===== src/rtl/kernel_adapter_multichannel.sv =====
// Kernel adapter: snoops N_IN input and N_OUT output stream handshakes, counts
// beats per channel against latched windows and raises ready/done/idle/err flags.
module kernel_adapter_multichannel #(
  parameter int N_IN  = 2,
  parameter int N_OUT = 1,
  parameter int CNT_W = 16
) (
  input  logic                   clk_i,
  input  logic                   rst_i,
  input  logic                   start_i,
  input  logic [N_IN-1:0]        in_valid_i,
  input  logic [N_IN-1:0]        in_ready_i,
  input  logic [N_OUT-1:0]       out_valid_i,
  input  logic [N_OUT-1:0]       out_ready_i,
  input  logic [N_IN*CNT_W-1:0]  in_thresh_i,
  input  logic [N_OUT*CNT_W-1:0] out_thresh_i,
  output logic                   ready_o,
  output logic                   done_o,
  output logic                   idle_o,
  output logic                   err_o,
  output logic [N_IN*CNT_W-1:0]  in_cnt_o,
  output logic [N_OUT*CNT_W-1:0] out_cnt_o
);

  typedef enum logic {IDLE, RUN} state_e;

  state_e state_q, state_d;
  logic [N_IN-1:0][CNT_W-1:0]  inCnt_q, inCnt_d, inThr_q, inThr_d;
  logic [N_OUT-1:0][CNT_W-1:0] outCnt_q, outCnt_d, outThr_q, outThr_d;
  logic ready_q, ready_d, done_q, done_d, err_q, err_d;

  logic [N_IN-1:0]  inBeat, inMet, inReach;
  logic [N_OUT-1:0] outBeat, outMet, outReach;
  logic inClose, outClose;

  // A channel is complete if it was already met or reaches its threshold now.
  always_comb begin
    inBeat  = in_valid_i & in_ready_i;
    outBeat = out_valid_i & out_ready_i;
    inMet   = '0;
    inReach = '0;
    outMet   = '0;
    outReach = '0;
    for (int c = 0; c < N_IN; c++) begin
      inMet[c]   = (inCnt_q[c] == inThr_q[c]);
      inReach[c] = !inMet[c] && inBeat[c] && ((inCnt_q[c] + CNT_W'(1)) == inThr_q[c]);
    end
    for (int c = 0; c < N_OUT; c++) begin
      outMet[c]   = (outCnt_q[c] == outThr_q[c]);
      outReach[c] = !outMet[c] && outBeat[c] && ((outCnt_q[c] + CNT_W'(1)) == outThr_q[c]);
    end
    inClose  = &(inMet | inReach);
    outClose = &(outMet | outReach);
  end

  always_comb begin
    state_d  = state_q;
    inCnt_d  = inCnt_q;
    inThr_d  = inThr_q;
    outCnt_d = outCnt_q;
    outThr_d = outThr_q;
    ready_d  = 1'b0;
    done_d   = 1'b0;
    err_d    = err_q;
    if (start_i) begin
      state_d  = RUN;
      inCnt_d  = '0;
      outCnt_d = '0;
      err_d    = 1'b0;
      for (int c = 0; c < N_IN; c++) begin
        inThr_d[c] = (in_thresh_i[c*CNT_W +: CNT_W] == '0) ? CNT_W'(1)
                                                          : in_thresh_i[c*CNT_W +: CNT_W];
      end
      for (int c = 0; c < N_OUT; c++) begin
        outThr_d[c] = (out_thresh_i[c*CNT_W +: CNT_W] == '0) ? CNT_W'(1)
                                                            : out_thresh_i[c*CNT_W +: CNT_W];
      end
    end else if (state_q == RUN) begin
      ready_d = inClose;
      done_d  = outClose;
      // On reload, only surplus beats on already-met channels carry over.
      for (int c = 0; c < N_IN; c++) begin
        if (inClose) begin
          inCnt_d[c] = (inBeat[c] && inMet[c]) ? CNT_W'(1) : '0;
        end else if (inBeat[c] && !inMet[c]) begin
          inCnt_d[c] = inCnt_q[c] + CNT_W'(1);
        end else if (inBeat[c]) begin
          err_d = 1'b1;
        end
      end
      for (int c = 0; c < N_OUT; c++) begin
        if (outClose) begin
          outCnt_d[c] = (outBeat[c] && outMet[c]) ? CNT_W'(1) : '0;
        end else if (outBeat[c] && !outMet[c]) begin
          outCnt_d[c] = outCnt_q[c] + CNT_W'(1);
        end
      end
      if (outClose) begin
        state_d = IDLE;
      end
    end
  end

  always_ff @(posedge clk_i or posedge rst_i) begin
    if (rst_i) begin
      state_q  <= IDLE;
      inCnt_q  <= '0;
      outCnt_q <= '0;
      for (int c = 0; c < N_IN; c++) inThr_q[c] <= CNT_W'(1);
      for (int c = 0; c < N_OUT; c++) outThr_q[c] <= CNT_W'(1);
      ready_q  <= 1'b0;
      done_q   <= 1'b0;
      err_q    <= 1'b0;
    end else begin
      state_q  <= state_d;
      inCnt_q  <= inCnt_d;
      outCnt_q <= outCnt_d;
      inThr_q  <= inThr_d;
      outThr_q <= outThr_d;
      ready_q  <= ready_d;
      done_q   <= done_d;
      err_q    <= err_d;
    end
  end

  assign ready_o   = ready_q;
  assign done_o    = done_q;
  assign err_o     = err_q;
  assign idle_o    = (state_q == IDLE);
  assign in_cnt_o  = inCnt_q;
  assign out_cnt_o = outCnt_q;

endmodule

===== config.mk =====
export PLATFORM = sky130hd
export DESIGN_NAME = kernel_adapter_multichannel
export DESIGN_NICKNAME = d
export VERILOG_FILES = /design/src/rtl/kernel_adapter_multichannel.sv
export SDC_FILE = /design/constraint.sdc
export NUM_CORES = 1
export LEC_CHECK = 0
export CAP_MARGIN = 20
export CORE_ASPECT_RATIO = 0.8
export CORE_UTILIZATION = 43
export CTS_CLUSTER_SIZE = 10
export DETAILED_ROUTE_END_ITERATION = 16
export PLACE_DENSITY_LB_ADDON = 0.12
export SLEW_MARGIN = 0
export SYNTH_ARGS = -nofsm -noshare
export SYNTH_HDL_FRONTEND = slang
export SYNTH_SLANG_ARGS = --single-unit
export TNS_END_PERCENT = 10

===== constraint.sdc =====
create_clock -name clk_i -period 6.7 [get_ports clk_i]
set_input_delay 1.34 -clock clk_i [delete_from_list [all_inputs] [get_ports clk_i]]
set_output_delay 1.34 -clock clk_i [all_outputs]
set_load 0.01 [all_outputs]

==> key figures <==
CTS
  • CTS buffer count: 9
  • CTS max path bufs: 2
  • Post-CTS Hold Fix Bufs: 0
  • Clock sinks: 100
  • Root buf cell: clkbuf_16
  • Worst-path clk slew: 0.07 ns
  • Setup Fix Bufs, Post-CTS: 0
  • CTS tree: yes
  • H-tree levels: 3
  • Resized Gates After CTS: 0
  • Clock latency on the worst-skew pair: 0.36 ns

GRT
  • Initial antenna violation count: 0
  • GRT Overall Usage: 26.42%
  • Total gr overflow: 0
  • Vias in the first global route: 6200
  • Pin count of the biggest net entering global routing: 65
  • Global-route wire length before repair: 34040 um

Critical path
  • Critical path arrival: 3.97 ns
  • Crit. End Element: flip-flop
  • Slowest stage cell, crit path: or4_1
  • CP peak stage delay: 0.52 ns
  • RR Endpoint: in_cnt_o[12]
  • Data required time of the worst path: 6.94 ns
  • Top delay family on crit path: simple AND/OR/NAND/NOR gates
  • Crit-path max FO: 10
  • CP startpoint kind: input port
  • Worst Path Buf+Inv: 1
  • Worst r2r src: in_cnt_o[0]
  • FF-to-FF path depth: 9
  • Setup CP Type: input port to flip-flop
  • CP cell instances: clkdlybuf4s50_1 -> and2_1 -> nand3_1 -> or4_1 -> a2111o_1 -> o21ai_2 -> a211oi_1 -> or2_1
  • Critical Path Stages: 8
  • Start point of the critical path: out_ready_i
  • Crit path to: out_cnt_o[9]
  • Setup slack, reg-to-reg: 3.00 ns

Yosys
  • Post-synth cell types: 75
  • Area leader, netlist: dfrtp_1
  • Largest family of logic cells by synthesized area: simple AND/OR/NAND/NOR gates
  • Simple logic cell fraction of the synthesized area: 25.65%
  • Seq cells post-synth: 100
  • Mean Syn Cell Area: 8.944 um2
  • Syn Inst Count: 775
  • Synth Area in Adders: 0.5415%
  • Post-synthesis instance area: 0.006932 mm2
  • Post-synth EDFFs: 0
  • Async SR Flop Fraction: 100.0%
  • Synth top area share: 35.02%
  • Ys flop type: dfrtp_1
  • Syn_nets: 835
  • Synth area leaders: dfrtp_1, mux2_2, xor2_1
  • Compound-gate portion of the synthesized area: 17.08%
  • Seq/Total Area, Yosys: 36.16%
  • Synth warn: 0
  • Post-Synth XOR/XNOR Area: 8.718%
  • Mux cell area share after synthesis: 7.635%

Floorplanning
  • Row count: 41
  • Die footprint: 0.01663 mm2
  • Die Width: 144.0 um
  • I/O pin cnt: 109
  • Core ar.: 0.01575 mm2
  • Vert. Die Dim: 115.6 um
  • Initial Utilization: 44.01%

Place
  • Post-DP Area: 0.008068 mm2
  • Final weighted congestion in routability-driven placement: 0.9315
  • IO buf count: 108
  • Post-DP HPWL: 15080 um

Job
  • Maxcap violations: 0

Timing
  • Min Tclk post-route: 3.733 ns
  • Final setup TNS: 0 ns
  • RSZ-0062 raised after global routing: false
  • WHS: 0.5133 ns
  • Slew margin rel.: 48.87%
  • Worst Skew: 0.01155 ns
  • Max Slew Vio Count: 0
  • Final Cycle Share: 55.71%
  • Measured slew at the worst slew-check pin: 0.7670 ns
  • Fmax: 267.9 MHz
  • Final Hold Viols: 0
  • Final Setup Violations: 0

Pwr
  • Static Leak: 3.081 nW
  • Cell Pwr Density: 170.0 mW/mm2
  • Peak supply drop: 112.4 uV

Final layout
  • Final instance area: 0.008338 mm2
  • Area grow syn2layout: 20.29%
  • Fin nets: 899
  • Antenna fix cells: 0
  • Layout cells sized above 1: 12.32%

Min path
  • Worst hold path type: flip-flop to flip-flop
  • WHS Path Cells: 2

Drt
  • DR vias/cell: 6.169
  • Routed WL per cell: 19.73 um
  • Drt pass-1 iters: 5
  • Routed vias: 6533
  • DRT iter0 DRCs: 679
  • Remaining DRCs: 0
  • Remaining antenna violation count: 0
  • WL final: 20890 um

Status
  • Outcome: finished clean
## worst min-delay path: cells and delay by family (launching register included)
family	cells	cell delay [ns]
flip-flops	1	0.36
AND/OR/NAND/NOR	1	0.07
AO/OA/AOI/OAI	1	0.05
## worst min-delay path by stage
| stage | from | to | slack (ns) |
|---|---|---|---|
| 3_3_place_gp | inThr_q[16] | inThr_q[16] | 0.49 |
| 5_1_grt | inThr_q[11] | inThr_q[11] | 0.55 |
| 4_1_cts | err_o | err_o | 0.52 |
| 2_1_floorplan | inThr_q[0] | inThr_q[0] | 0.47 |
| 3_5_place_dp | err_o | err_o | 0.50 |
| 6_report | err_o | err_o | 0.51 |
## power breakdown
group	switching [mW]	internal (mW)
clock network	0.245	0.252
logic	0.117	0.116
registers	0.0475	0.639
total	0.410	1.01
## area by class of cell
cell class	count	area [um2]
Inverter	11	43.79
Timing Repair Buffer	113	1116
Clock buffer	10	229.0
Tap cell	215	269.0
Clock inverter	6	41.29
Sequential cell	100	2506
Multi-Input combinational cell	604	4133
Fill cell	1471	7411
## metal layers
layer	GRT usage (%)	up-vias	routed length (um)
li1	-	3000	-
met3	4.917	21	1525
met5	0	-	0
met2	39.19	276	9131
met1	39.52	3236	10020
met4	6.241	0	212
## state kept, by name, summed over array words and instances (netlist names)
register,flops
err_o,1
done_o,1
out_cnt_o,16
state_q,1
outThr_q,16
ready_o,1
in_cnt_o,32
inThr_q,32
## synth_stat cells, drive strengths merged, types with 17 or more instances
cell type  number
clkbuf         43
nand4          20
dfrtp          97
nor2           41
xnor2          34
xor2           35
mux2           47
nand2          74
nor4           28
nand3          38
a21oi          31
nor3           22
o21ai          36
buf            17
## metrics by stage
step	std cells	setup slack (ns)	total power [mW]	util, %
after floorplan	775	2.746	0.8305	-
final	1059	2.967	1.418	52.94
after detailed placement	1043	2.635	0.9295	51.23
after CTS	1059	3.004	1.427	52.94
after global placement	1043	2.764	0.9247	51.23
after global routing	1059	2.804	1.480	52.94
## cells by family (layout without fill, tap and decap cells)
family,Yosys count,after routing
buffers and inverters,71,140
multiplexers,47,47
AND/OR/NAND/NOR,318,318
XOR/XNOR,69,69
AO/OA/AOI/OAI,167,167
adder cells (fa/ha/maj),3,3
flip-flops,100,100
## placed cells by master (no fill, tap or decap), drive strengths merged, types with 10 or more instances in the layout
master	synthesis	layout
nand2	74	74
dfrtp	97	97
and3	10	10
nand3	38	38
a22oi	10	10
xnor2	34	34
nand4	20	20
inv	10	10
or3	14	14
nor4	28	28
o21ai	36	36
clkbuf	43	10
xor2	35	35
nor3	22	22
and2	16	16
a31oi	11	11
nor3b	11	11
or2	10	10
mux2	47	47
a21oi	31	31
nor2	41	41
clkdlybuf4s50	0	107
No activity file was read; power rests on OpenSTA's default activity.
